[src/rtl/uart_host_sequencer.sv]
// Host-side UART transaction engine for the MIPS debug link: command byte, LSB-first
// payload, response capture, optional READY_CHAR handshake, with a per-phase idle timeout.
module uart_host_sequencer #(
  parameter int          MAX_TX_BYTES   = 4,
  parameter int          MAX_RX_BYTES   = 17,
  parameter logic [7:0]  READY_CHAR     = 8'h52,
  parameter int          TIMEOUT_CYCLES = 2000000,
  parameter int          TXL_W          = $clog2(MAX_TX_BYTES + 1),
  parameter int          RXL_W          = $clog2(MAX_RX_BYTES + 1)
) (
  input  logic                      i_clk,
  input  logic                      i_rst,
  input  logic                      i_start,
  input  logic [7:0]                i_cmd,
  input  logic [8*MAX_TX_BYTES-1:0] i_payload,
  input  logic [TXL_W-1:0]          i_tx_len,
  input  logic [RXL_W-1:0]          i_rx_len,
  input  logic                      i_wait_ready,
  output logic                      o_busy,
  output logic                      o_done,
  output logic                      o_timeout,
  output logic [8*MAX_RX_BYTES-1:0] o_rx_data,
  output logic [RXL_W-1:0]          o_rx_count,
  output logic                      o_tx_start,
  output logic [7:0]                o_tx_data,
  input  logic                      i_tx_done,
  input  logic                      i_rx_valid,
  input  logic [7:0]                i_rx_data
);

  localparam int TMO_W = $clog2(TIMEOUT_CYCLES + 1);
  localparam logic [TMO_W-1:0] TMO_LAST = TMO_W'(TIMEOUT_CYCLES - 1);
  localparam logic [TXL_W-1:0] TX_MAX   = TXL_W'(MAX_TX_BYTES);
  localparam logic [RXL_W-1:0] RX_MAX   = RXL_W'(MAX_RX_BYTES);

  typedef enum logic [2:0] {
    S_IDLE, S_TX_CMD, S_TX_WAIT, S_TX_PAY, S_RECV, S_WAIT_RDY, S_DONE
  } state_t;

  state_t                    r_state, w_next;
  logic [8*MAX_TX_BYTES-1:0] r_payload;
  logic [TXL_W-1:0]          r_tx_len, r_idx;
  logic [RXL_W-1:0]          r_rx_len, r_rx_count;
  logic                      r_wait_rdy, r_timeout;
  logic [7:0]                r_tx_data;
  logic [8*MAX_RX_BYTES-1:0] r_rx_data;
  logic [TMO_W-1:0]          r_tmo_cnt;

  logic       w_accept, w_waiting, w_event, w_tmo_abort;
  logic       w_pay_more, w_rx_take, w_rx_last, w_rdy_hit;
  logic [7:0] w_pay_byte;

  assign w_accept   = (r_state == S_IDLE) && i_start;
  assign w_pay_more = r_idx < r_tx_len;
  assign w_rx_take  = (r_state == S_RECV) && i_rx_valid;
  assign w_rx_last  = w_rx_take && ((r_rx_count + RXL_W'(1)) == r_rx_len);
  assign w_rdy_hit  = (r_state == S_WAIT_RDY) && i_rx_valid && (i_rx_data == READY_CHAR);
  assign w_waiting  = (r_state == S_TX_WAIT) || (r_state == S_RECV) || (r_state == S_WAIT_RDY);
  // A completion event in the expiry cycle wins over the timeout.
  assign w_event    = ((r_state == S_TX_WAIT) && i_tx_done) ||
                      (((r_state == S_RECV) || (r_state == S_WAIT_RDY)) && i_rx_valid);
  assign w_tmo_abort = w_waiting && !w_event && (r_tmo_cnt == TMO_LAST);

  // NOTE: every variable written in always_comb gets a default first, so no latch is inferred.
  always_comb begin
    w_pay_byte = 8'h00;
    for (int k = 0; k < MAX_TX_BYTES; k++)
      if (r_idx == TXL_W'(k)) w_pay_byte = r_payload[8*k +: 8];
  end

  // NOTE: sequential state uses non-blocking assignments only.
  always_ff @(posedge i_clk or posedge i_rst) begin
    if (i_rst) r_state <= S_IDLE;
    else       r_state <= w_next;
  end

  always_comb begin
    w_next = r_state;
    unique case (r_state)
      S_IDLE:    if (i_start) w_next = S_TX_CMD;
      S_TX_CMD:  w_next = S_TX_WAIT;
      S_TX_WAIT: begin
        if (i_tx_done) begin
          if (w_pay_more)             w_next = S_TX_PAY;
          else if (r_rx_len != '0)    w_next = S_RECV;
          else if (r_wait_rdy)        w_next = S_WAIT_RDY;
          else                        w_next = S_DONE;
        end else if (w_tmo_abort)     w_next = S_DONE;
      end
      S_TX_PAY:  w_next = S_TX_WAIT;
      S_RECV: begin
        if (w_rx_last)                w_next = r_wait_rdy ? S_WAIT_RDY : S_DONE;
        else if (w_tmo_abort)         w_next = S_DONE;
      end
      S_WAIT_RDY: if (w_rdy_hit || w_tmo_abort) w_next = S_DONE;
      S_DONE:    w_next = S_IDLE;
      default:   w_next = S_IDLE;
    endcase
  end

  always_comb begin
    o_busy     = 1'b0;
    o_done     = 1'b0;
    o_tx_start = 1'b0;
    unique case (r_state)
      S_TX_CMD, S_TX_PAY: begin o_busy = 1'b1; o_tx_start = 1'b1; end
      S_TX_WAIT, S_RECV, S_WAIT_RDY: o_busy = 1'b1;
      S_DONE:  o_done = 1'b1;
      default: ;
    endcase
  end

  // Idle counter restarts on every state change and every accepted handshake.
  always_ff @(posedge i_clk or posedge i_rst) begin
    if (i_rst)                              r_tmo_cnt <= '0;
    else if ((w_next != r_state) || w_event) r_tmo_cnt <= '0;
    else if (w_waiting)                     r_tmo_cnt <= r_tmo_cnt + TMO_W'(1);
  end

  // NOTE: the response buffer is reset too, since it is a visible output that must read 0 after reset.
  always_ff @(posedge i_clk or posedge i_rst) begin
    if (i_rst) begin
      r_payload  <= '0;
      r_tx_len   <= '0;
      r_rx_len   <= '0;
      r_wait_rdy <= 1'b0;
      r_idx      <= '0;
      r_tx_data  <= 8'h00;
      r_rx_data  <= '0;
      r_rx_count <= '0;
      r_timeout  <= 1'b0;
    end else begin
      if (w_accept) begin
        r_tx_data  <= i_cmd;
        r_payload  <= i_payload;
        r_tx_len   <= (i_tx_len > TX_MAX) ? TX_MAX : i_tx_len;
        r_rx_len   <= (i_rx_len > RX_MAX) ? RX_MAX : i_rx_len;
        r_wait_rdy <= i_wait_ready;
        r_idx      <= '0;
        r_rx_data  <= '0;
        r_rx_count <= '0;
        r_timeout  <= 1'b0;
      end
      if ((r_state == S_TX_WAIT) && i_tx_done && w_pay_more) begin
        r_tx_data <= w_pay_byte;
        r_idx     <= r_idx + TXL_W'(1);
      end
      if (w_rx_take && (r_rx_count < RX_MAX)) begin
        for (int k = 0; k < MAX_RX_BYTES; k++)
          if (r_rx_count == RXL_W'(k)) r_rx_data[8*k +: 8] <= i_rx_data;
        r_rx_count <= r_rx_count + RXL_W'(1);
      end
      if (w_tmo_abort) r_timeout <= 1'b1;
    end
  end

  assign o_timeout  = r_timeout;
  assign o_rx_data  = r_rx_data;
  assign o_rx_count = r_rx_count;
  assign o_tx_data  = r_tx_data;

endmodule
[config.mk]
export PLATFORM = sky130hd
export DESIGN_NAME = uart_host_sequencer
export DESIGN_NICKNAME = d
export VERILOG_FILES = /design/src/rtl/uart_host_sequencer.sv
export SDC_FILE = /design/constraint.sdc
export NUM_CORES = 1
export LEC_CHECK = 0
export CORE_ASPECT_RATIO = 0.7
export CORE_UTILIZATION = 55
export CTS_CLUSTER_SIZE = 30
export DETAILED_ROUTE_END_ITERATION = 10
export GPL_TIMING_DRIVEN = 0
export HOLD_SLACK_MARGIN = 0.1
export PLACE_DENSITY = 0.92
export SLEW_MARGIN = 20
export SYNTH_ARGS = -nofsm -noshare
export SYNTH_HDL_FRONTEND = slang
export SYNTH_SLANG_ARGS = --single-unit
[constraint.sdc]
create_clock -name i_clk -period 18.88 [get_ports i_clk]
set_input_delay 1.888 -clock i_clk [delete_from_list [all_inputs] [get_ports i_clk]]
set_output_delay 1.888 -clock i_clk [all_outputs]
set_load 0.02 [all_outputs]
==> impl_metrics.ini, run 1 <==
[run_status]
status = finished, final reports clean

[cts]
clockBufferDepth = 3
cts_sinks = 218
cts_tree = yes
post-cts-setup-buffer-count = 0
cts-root-buf = clkbuf_16
clock_latency_ns = 0.51
post_cts_resized = 0
cts_hold_buf = 0
htree_levels = 1
numCtsBuffers = 21
clk_pin_slew_ns = 0.06

[min_path]
hold_class = flop to flop

[synth]
synth_edf_count = 0
syn_area_per_cell_sq_um = 9.69
synth_xor_area_frac = 0.0193
synth.mux.area_fraction = 0.0426
synthSimpleGateAreaFrac = 0.182
ys_types = 60
ys.warnings.count = 0
synth-main-ff-cell = dfrtp_1
yosysSeqAreaShare = 0.547
syn_inst = 1030
synthAdderAreaFrac = 0.0163
synthArstFlopShare = 1.00
synth_area_sq_um = 9980
synth_top_family_by_area = simple AND/OR/NAND/NOR gates
synth-compound-area-share = 0.155
ys_seq_elements = 218
synth_nets = 1105

[global_route]
grt_max_degree = 82
grt_remaining_overflow = 0
grt_pass1_vias = 8909
grt_pass1_wl_um = 48000
antenna_found_initial = 0
grtUsageTotal = 0.330

[floorplanning]
coreArea_sq_um = 17500
fp.dieArea_sq_um = 18700
initial_core_util = 0.571
num_rows = 40
boundaryPins = 215
fp.dieW_um = 163
die_h_um = 115

[sta]
finalMaxSlewViolations = 0
timing.slew.headroom = 0.483
rsz0062_at_grt = false
finalCritPeriodShare = 0.230
min_period_ns = 4.34
fmax_ghz = 0.230
skew_ns = 0.0223
worst_pin_slew_ns = 0.764
setup_viol = 0
totalNegativeSetupSlack_ns = 0
final-hold-violation-count = 0

[route]
dr.pass1.iters = 5
wl_per_cell_um = 19.9
wl_um = 30000
via_count = 8934
drt_iter0_markers = 1115
drc = 0
drtAntennaViolNets = 0
vias_per_cell = 5.93

[power]
power.share.clock = 0.291
power_frac_comb = 0.306
ir_drop_mv = 0.100
swShare = 0.347
intPower_uw = 948
powerDensity_nw_per_um2 = 111
total_leakage_power_nw = 5.41
seqPwrFrac = 0.403
power_switching_uw = 505

[placement]
numPortBuffers = 206
routabilityCongestion = 0.913
hpwl_um = 20800
place_inst = 1469

[setup_path]
crit_family = buffers and inverters
required_ns = 16.99
start_kind = flop
cp.arrival_ns = 2.45
cp.buffers_inverters = 2
crit_path_max_fanout = 10
critPathKind = flop to output port
crit_path_max_incr_delay_ns = 0.65
endpoint_kind = output port
path_cells = buf_2 -> nor2b_1 -> nor2_1 -> o21ai_0 -> clkdlybuf4s50_1
slowest_stage = clkdlybuf4s50_1

[layout]
nNetsFinal = 1336
diodes = 0
syn_to_final_growth_pct = 31.0
stdcell_count = 1507
layout-drive-gt1-share = 0.0658

[run]
max_cap_violations = 0
-- per-stage QoR --
stage | setup slack [ns] | power (mW) | area, sq um | hold slack [ns] | util
final | 14.54 | 1.45 | 13100 | 0.480 | 0.749
after global routing | 14.43 | 1.52 | 13100 | 0.510 | 0.749
after CTS | 14.53 | 1.45 | 13100 | 0.485 | 0.749
after detailed placement | 14.38 | 1.03 | 12400 | 0.470 | 0.709
after global placement | 8.37 | 1.00 | 12300 | 0.466 | 0.706
after floorplan | 11.03 | 0.869 | 9980 | 0.450 | -
-- synthesized netlist by cell type, types with 3 or more instances --
library cell  count  area share
nor4_1            5      0.0031
a2111oi_1         9      0.0090
a211oi_1          8      0.0060
a2111oi_2         5      0.0075
o21ai_1         138       0.069
nand4_1          10      0.0063
nand2b_1          9      0.0056
buf_1            11      0.0041
a221o_1           8      0.0080
a21o_1            3      0.0023
nand3_1          24       0.012
nor2_1           21      0.0079
clkbuf_1         55       0.021
and3b_1           8      0.0070
and4_1            3      0.0026
mux2_2            8      0.0090
ha_1             13       0.016
o221a_2           8      0.0090
mux2_1           28       0.032
xnor2_1          13       0.011
nor3_2            5      0.0050
xor2_1            9      0.0079
o21ai_0          21       0.011
nand2_1         289        0.11
buf_2             7      0.0035
and3_1            4      0.0025
inv_1            22      0.0083
o31a_1            5      0.0044
nor4_2            3      0.0038
o221ai_1          5      0.0044
a211o_1           3      0.0026
a21oi_1          12      0.0060
dfrtp_1         218        0.55
-- state kept, by name, indices dropped and copies added, names as in the netlist --
signal / cells
r_rx_len: 5
o_tx_data: 8
r_state: 3
o_rx_count: 5
o_rx_data: 136
r_idx: 3
r_payload: 32
r_wait_rdy: 1
o_timeout: 1
r_tmo_cnt: 21
r_tx_len: 3
-- final cells by class --
| type | count | area, sq um |
|---|---|---|
| flip-flops and latches | 218 | 5460 |
| fillers | 1173 | 4390 |
| multi-input cells | 715 | 4140 |
| repair buffers | 208 | 2120 |
| clock buffers | 28 | 602 |
| plain buffers | 75 | 298 |
| well taps | 231 | 289 |
| inverters | 22 | 90.1 |
| clock inverters | 10 | 81.3 |
-- worst paths after layout --
| path | from | end | slack [ns] | depth (start not counted) |
|---|---|---|---|---|
| max | r_state[2]$_DFF_PP0_ | o_busy | 14.54 | 5 |
| min | o_timeout$_DFFE_PP0P_ | o_timeout$_DFFE_PP0P_ | 0.48 | 2 |
| max reg2reg | o_rx_count[2]$_DFFE_PP0P_ | r_tmo_cnt[7]$_DFFE_PP0P_ | 15.82 | 9 |
| min reg2reg | o_timeout$_DFFE_PP0P_ | o_timeout$_DFFE_PP0P_ | 0.48 | 2 |
| max in group asynchronous | i_rst | o_rx_data[108]$_DFF_PP0_ | 15.93 | 4 |
| min in group asynchronous | i_rst | o_tx_data[0]$_DFFE_PP0P_ | 1.83 | 2 |
-- cells in the final DEF (no fill, tap or decap), types with 12 or more instances in the layout --
| master | synthesis | final |
|---|---|---|
| o21ai_0 | 21 | 21 |
| ha_1 | 13 | 13 |
| a21oi_1 | 12 | 12 |
| clkbuf_1 | 55 | 57 |
| mux2_1 | 28 | 28 |
| dfrtp_1 | 218 | 218 |
| o21ai_1 | 138 | 138 |
| xnor2_1 | 13 | 13 |
| nand3_1 | 24 | 24 |
| clkbuf_16 | 0 | 21 |
| inv_1 | 22 | 21 |
| nand2_1 | 289 | 289 |
| clkdlybuf4s50_1 | 0 | 206 |
| nor2_1 | 21 | 21 |
-- power by group through the flow --
stage	Combinational (mW)	Sequential [mW]	Clock, mW
finish	0.444	0.585	0.423
global route	0.483	0.593	0.444
CTS	0.440	0.584	0.426
detailed placement	0.436	0.590	0
global placement	0.415	0.587	0
floorplan	0.270	0.599	0
-- kinds of logic after synthesis --
logic type,Yosys count
xor gates and xnor gates,22
buffers and inverters,97
and+or+nand+nor,401
DFF,218
muxes,38
adders and majority gates,13
AOI/OAI and AO/OA,241
-- worst register-to-register path, stage by stage (launching register included) --
cell and delay, ns:
dfrtp_1 0.47, buf_1 0.44, and3_1 0.25, ha_1 0.26, xor2_1 0.17, and4_1 0.21, nand4_1 0.11, nand4_1 0.19
buf_1 0.33, a2111oi_1 0.50
-- routing by layer --
| layer | GRT usage | part of all wire |
|---|---|---|
| met5 | 0 | 0 |
| met4 | 0.0928 | 0.025 |
| met3 | 0.0757 | 0.083 |
| met2 | 0.522 | 0.47 |
| met1 | 0.459 | 0.43 |
Note: power is estimated with default switching activity, not from simulation.
==> run 2: changes to the inputs <==
Settings changed: CORE_UTILIZATION 55 to 51, PLACE_DENSITY 0.92 to 0.86.
Clock period 18.88 ns to 4.06 ns, I/O delays scaled along.
==> impl_metrics.ini, run 2 (synthesis gave the netlist of run 1 again) <==
[cts]
post_cts_resized = 0
cts_tree = yes
clockBufferDepth = 3
htree_levels = 1
clk_pin_slew_ns = 0.06
cts_hold_buf = 0
numCtsBuffers = 22
post-cts-setup-buffer-count = 0
cts_sinks = 218
cts-root-buf = clkbuf_16
clock_latency_ns = 0.52

[power]
powerDensity_nw_per_um2 = 518
ir_drop_mv = 0.382
total_leakage_power_nw = 5.47

[global_route]
grt_remaining_overflow = 0
grt_pass1_vias = 8669
grt_max_degree = 34
grt_pass1_wl_um = 47000
antenna_found_initial = 0
grtUsageTotal = 0.297

[route]
wl_per_cell_um = 19.1
drtAntennaViolNets = 0
drt_iter0_markers = 785
drc = 0
dr.pass1.iters = 5
vias_per_cell = 5.72
wl_um = 29500
via_count = 8838

[layout]
diodes = 0
syn_to_final_growth_pct = 33.0
layout_commonest_cell = nand2_1
nNetsFinal = 1343
final_cell_mix = nand2_1, dfrtp_1, clkdlybuf4s50_1
layout-drive-gt1-share = 0.0679
fillCellCount = 1448
largest_reg_flops = 136
final_area_sq_um = 13300

[min_path]
hold_class = input pin to asynchronous set/reset pin

[setup_path]
rrSetupSlack_ns = 0.97
reg2reg_from = o_rx_count[3]$_DFFE_PP0P_
r2r-end = r_tmo_cnt[8]$_DFFE_PP0P_
start_kind = flop
endpoint = r_tmo_cnt[8]$_DFFE_PP0P_
endpoint_kind = flop
critPathKind = flop to flop
required_ns = 4.43
cp.arrival_ns = 3.46
crit_path_start = o_rx_count[3]$_DFFE_PP0P_
crit_path_max_fanout = 10
reg2reg_depth = 9

[floorplanning]
coreArea_sq_um = 19000
die_h_um = 119
num_rows = 42
fp.dieArea_sq_um = 20100
fp.dieW_um = 169
boundaryPins = 215
initial_core_util = 0.525

[sta]
timing.slew.headroom = 0.524
rsz0062_at_grt = false
final-hold-violation-count = 0
fmax_ghz = 0.324
finalCritPeriodShare = 0.761
min_period_ns = 3.09
holdWs_ns = 0.193
finalMaxSlewViolations = 0
setup_viol = 0
worst_pin_slew_ns = 0.714
skew_ns = 0.0122

[placement]
routabilityCongestion = 0.866
place_area_sq_um = 12500
numPortBuffers = 206
hpwl_um = 21100

[run]
max_cap_violations = 0

[run_status]
status = finished, final reports clean
[run 2: layout make-up]
| cell class | count | area, sq um | area share |
|---|---|---|---|
| inverter | 22 | 86.3 | 0.00650 |
| sequential | 218 | 5460 | 0.411 |
| clock buffer | 30 | 621 | 0.0468 |
| multi-input combinational | 715 | 4140 | 0.312 |
| clock inverter | 7 | 103 | 0.00773 |
| tap | 264 | 330 | 0.0249 |
| timing repair buffer | 214 | 2240 | 0.169 |
| buffer | 75 | 298 | 0.0224 |
[run 2: where the power goes]
part / leakage [nW] / switching [mW] / internal (mW)
clock: 0.352 / 0.861 / 1.20
combinational: 2.18 / 1.27 / 0.816
sequential: 2.93 / 0.223 / 2.50
total: 5.47 / 2.36 / 4.51
[run 2: worst max-delay path, stage by stage (launching register included)]
cell and delay, ns:
dfrtp_1 0.46, buf_1 0.43, and3_1 0.25, ha_1 0.27, xor2_1 0.18, and4_1 0.22, nand4_1 0.11, nand4_1 0.19
buf_1 0.32, a2111oi_1 0.51
[run 2: per-layer routing]
metal,part of all wire,GRT usage,wire length (um),vias to the layer above
li1,-,-,-,4019
met1,0.44,0.424,13100,4383
met2,0.45,0.458,13300,392
met3,0.086,0.0681,2540,44
met4,0.021,0.0743,605,0
met5,0,0,0,-
[run 2: worst min-delay path by stage]
stage / start / endpoint / slack, ns
floorplan: r_tx_len[1]$_DFFE_PP0P_ / r_tx_len[1]$_DFFE_PP0P_ / 0.45
global placement: r_tx_len[1]$_DFFE_PP0P_ / r_tx_len[1]$_DFFE_PP0P_ / 0.47
detailed placement: r_tx_len[1]$_DFFE_PP0P_ / r_tx_len[1]$_DFFE_PP0P_ / 0.47
CTS: i_rst / o_rx_data[19]$_DFF_PP0_ / 0.19
global route: i_rst / o_rx_data[19]$_DFF_PP0_ / 0.20
finish: i_rst / o_rx_data[19]$_DFF_PP0_ / 0.19
[run 2: per-stage QoR]
step | cells | power [mW] | worst slack [ns] | setup TNS [ns] | util
detailed placement | 1508 | 4.80 | 0.947 | 0 | 0.660
CTS | 1545 | 6.88 | 0.935 | 0 | 0.698
floorplan | 1030 | 4.04 | 0.814 | 0 | -
global placement | 1500 | 4.68 | -0.824 | -175.61 | 0.650
finish | 1545 | 6.87 | 0.970 | 0 | 0.698
global route | 1545 | 7.19 | 0.764 | 0 | 0.698
==> run 3: changes to the inputs <==
Clock period 4.06 ns to 3.2 ns, I/O delays scaled along.
==> impl_metrics.ini, run 3 (synthesis gave the netlist of run 1 again) <==
[layout]
largest_reg_flops = 136
fillCellCount = 1447
final_cell_mix = nand2_1, dfrtp_1, clkdlybuf4s50_1
regArea_sq_um = 5460
nNetsFinal = 1342
finalCoreUtilization = 0.698
layout-drive-gt1-share = 0.0688
final_area_sq_um = 13300
diodes = 0
layout_commonest_cell = nand2_1
syn_to_final_growth_pct = 33.0
stdcell_count = 1544
multi_input_comb_area_sq_um = 4140

[power]
total_leakage_power_nw = 5.47
ir_drop_mv = 0.488
powerDensity_nw_per_um2 = 657

[cts]
clockBufferDepth = 3
htree_levels = 1
cts_sinks = 218
numCtsBuffers = 22
post_cts_resized = 0
clock_latency_ns = 0.52
cts_hold_buf = 0
cts_tree = yes
post-cts-setup-buffer-count = 0
cts-root-buf = clkbuf_16
clk_pin_slew_ns = 0.06

[route]
via_count = 8758
drtAntennaViolNets = 0
drt_iter0_markers = 732
wl_um = 29400
drc = 0
wl_per_cell_um = 19.1
vias_per_cell = 5.67
dr.pass1.iters = 5

[setup_path]
start_kind = flop
endpoint_kind = flop
path_cells = ha_1 -> and3_1 -> ha_1 -> xor2_1 -> and4_1 -> nand4_1 -> nand4_1 -> buf_1 -> a2111oi_1
crit_path_max_fanout = 10
cp.buffers_inverters = 1
crit_family = simple AND/OR/NAND/NOR gates
slowest_stage = a2111oi_1
required_ns = 3.57
critPathKind = flop to flop
crit_path_max_incr_delay_ns = 0.52
cp.arrival_ns = 3.40

[run]
max_cap_violations = 0

[floorplanning]
coreArea_sq_um = 19000
initial_core_util = 0.525
fp.dieW_um = 169
die_h_um = 119
fp.dieArea_sq_um = 20100
num_rows = 42
boundaryPins = 215

[placement]
numPortBuffers = 206
place_area_sq_um = 12500
pre_cts_slack_ns = 0.0874
place_inst = 1508
hpwl_um = 21100
routabilityCongestion = 0.866

[sta]
final-hold-violation-count = 0
worst_pin_slew_ns = 0.710
finalCritPeriodShare = 0.947
rsz0062_at_grt = false
timing.slew.headroom = 0.526
setup_viol = 0
skew_ns = 0.0113
finalWorstSetupSlack_ns = 0.169
finalMaxSlewViolations = 0
min_period_ns = 3.03
fmax_ghz = 0.330

[global_route]
antenna_found_initial = 0
grt_max_degree = 34
grt_pass1_wl_um = 47000
grt_remaining_overflow = 0
grt_pass1_vias = 8669
grtUsageTotal = 0.297

[min_path]
hold_class = input pin to asynchronous set/reset pin

[run_status]
status = finished, final reports clean
## run 3: worst paths after layout
check,from,endpoint,slack [ns],cells after the start
max in group asynchronous,i_rst,o_rx_data[109]$_DFF_PP0_,1.85,7
hold / removal,i_rst,o_rx_data[19]$_DFF_PP0_,0.11,2
setup reg to reg,o_rx_count[0]$_DFFE_PP0P_,r_tmo_cnt[8]$_DFFE_PP0P_,0.17,9
min in group i_clk,i_rx_data[0],o_rx_data[8]$_DFF_PP0_,0.28,3
hold reg to reg,r_tx_len[1]$_DFFE_PP0P_,r_tx_len[1]$_DFFE_PP0P_,0.48,2
setup / recovery,o_rx_count[0]$_DFFE_PP0P_,r_tmo_cnt[8]$_DFFE_PP0P_,0.17,9
## run 3: cell type report
class	instances	area share
Sequential cell	218	0.411
Clock inverter	7	0.00773
Buffer	74	0.0223
Inverter	22	0.00651
Clock buffer	30	0.0468
Timing Repair Buffer	214	0.169
Multi-Input combinational cell	715	0.312
Tap cell	264	0.0249
## run 3: metal layers
metal  track usage  wire length, um
met1         0.424            13100
met5             0                0
met3        0.0681             2460
met2         0.458            13300
met4        0.0743              627
## run 3: report_power, final
part           switching, mW  internal [mW]  total (mW)
sequential             0.282           3.17        3.45
clock                   1.10           1.52        2.62
combinational           1.61           1.04        2.65
## run 3: metrics by stage
stage | hold WS, ns | TNS (ns) | total power [mW]
3_3_place_gp | 0.467 | -344.34 | 5.94
4_1_cts | 0.105 | 0 | 8.73
3_5_place_dp | 0.471 | 0 | 6.10
5_1_grt | 0.116 | 0 | 9.12
2_1_floorplan | 0.450 | 0 | 5.13
6_report | 0.108 | 0 | 8.72
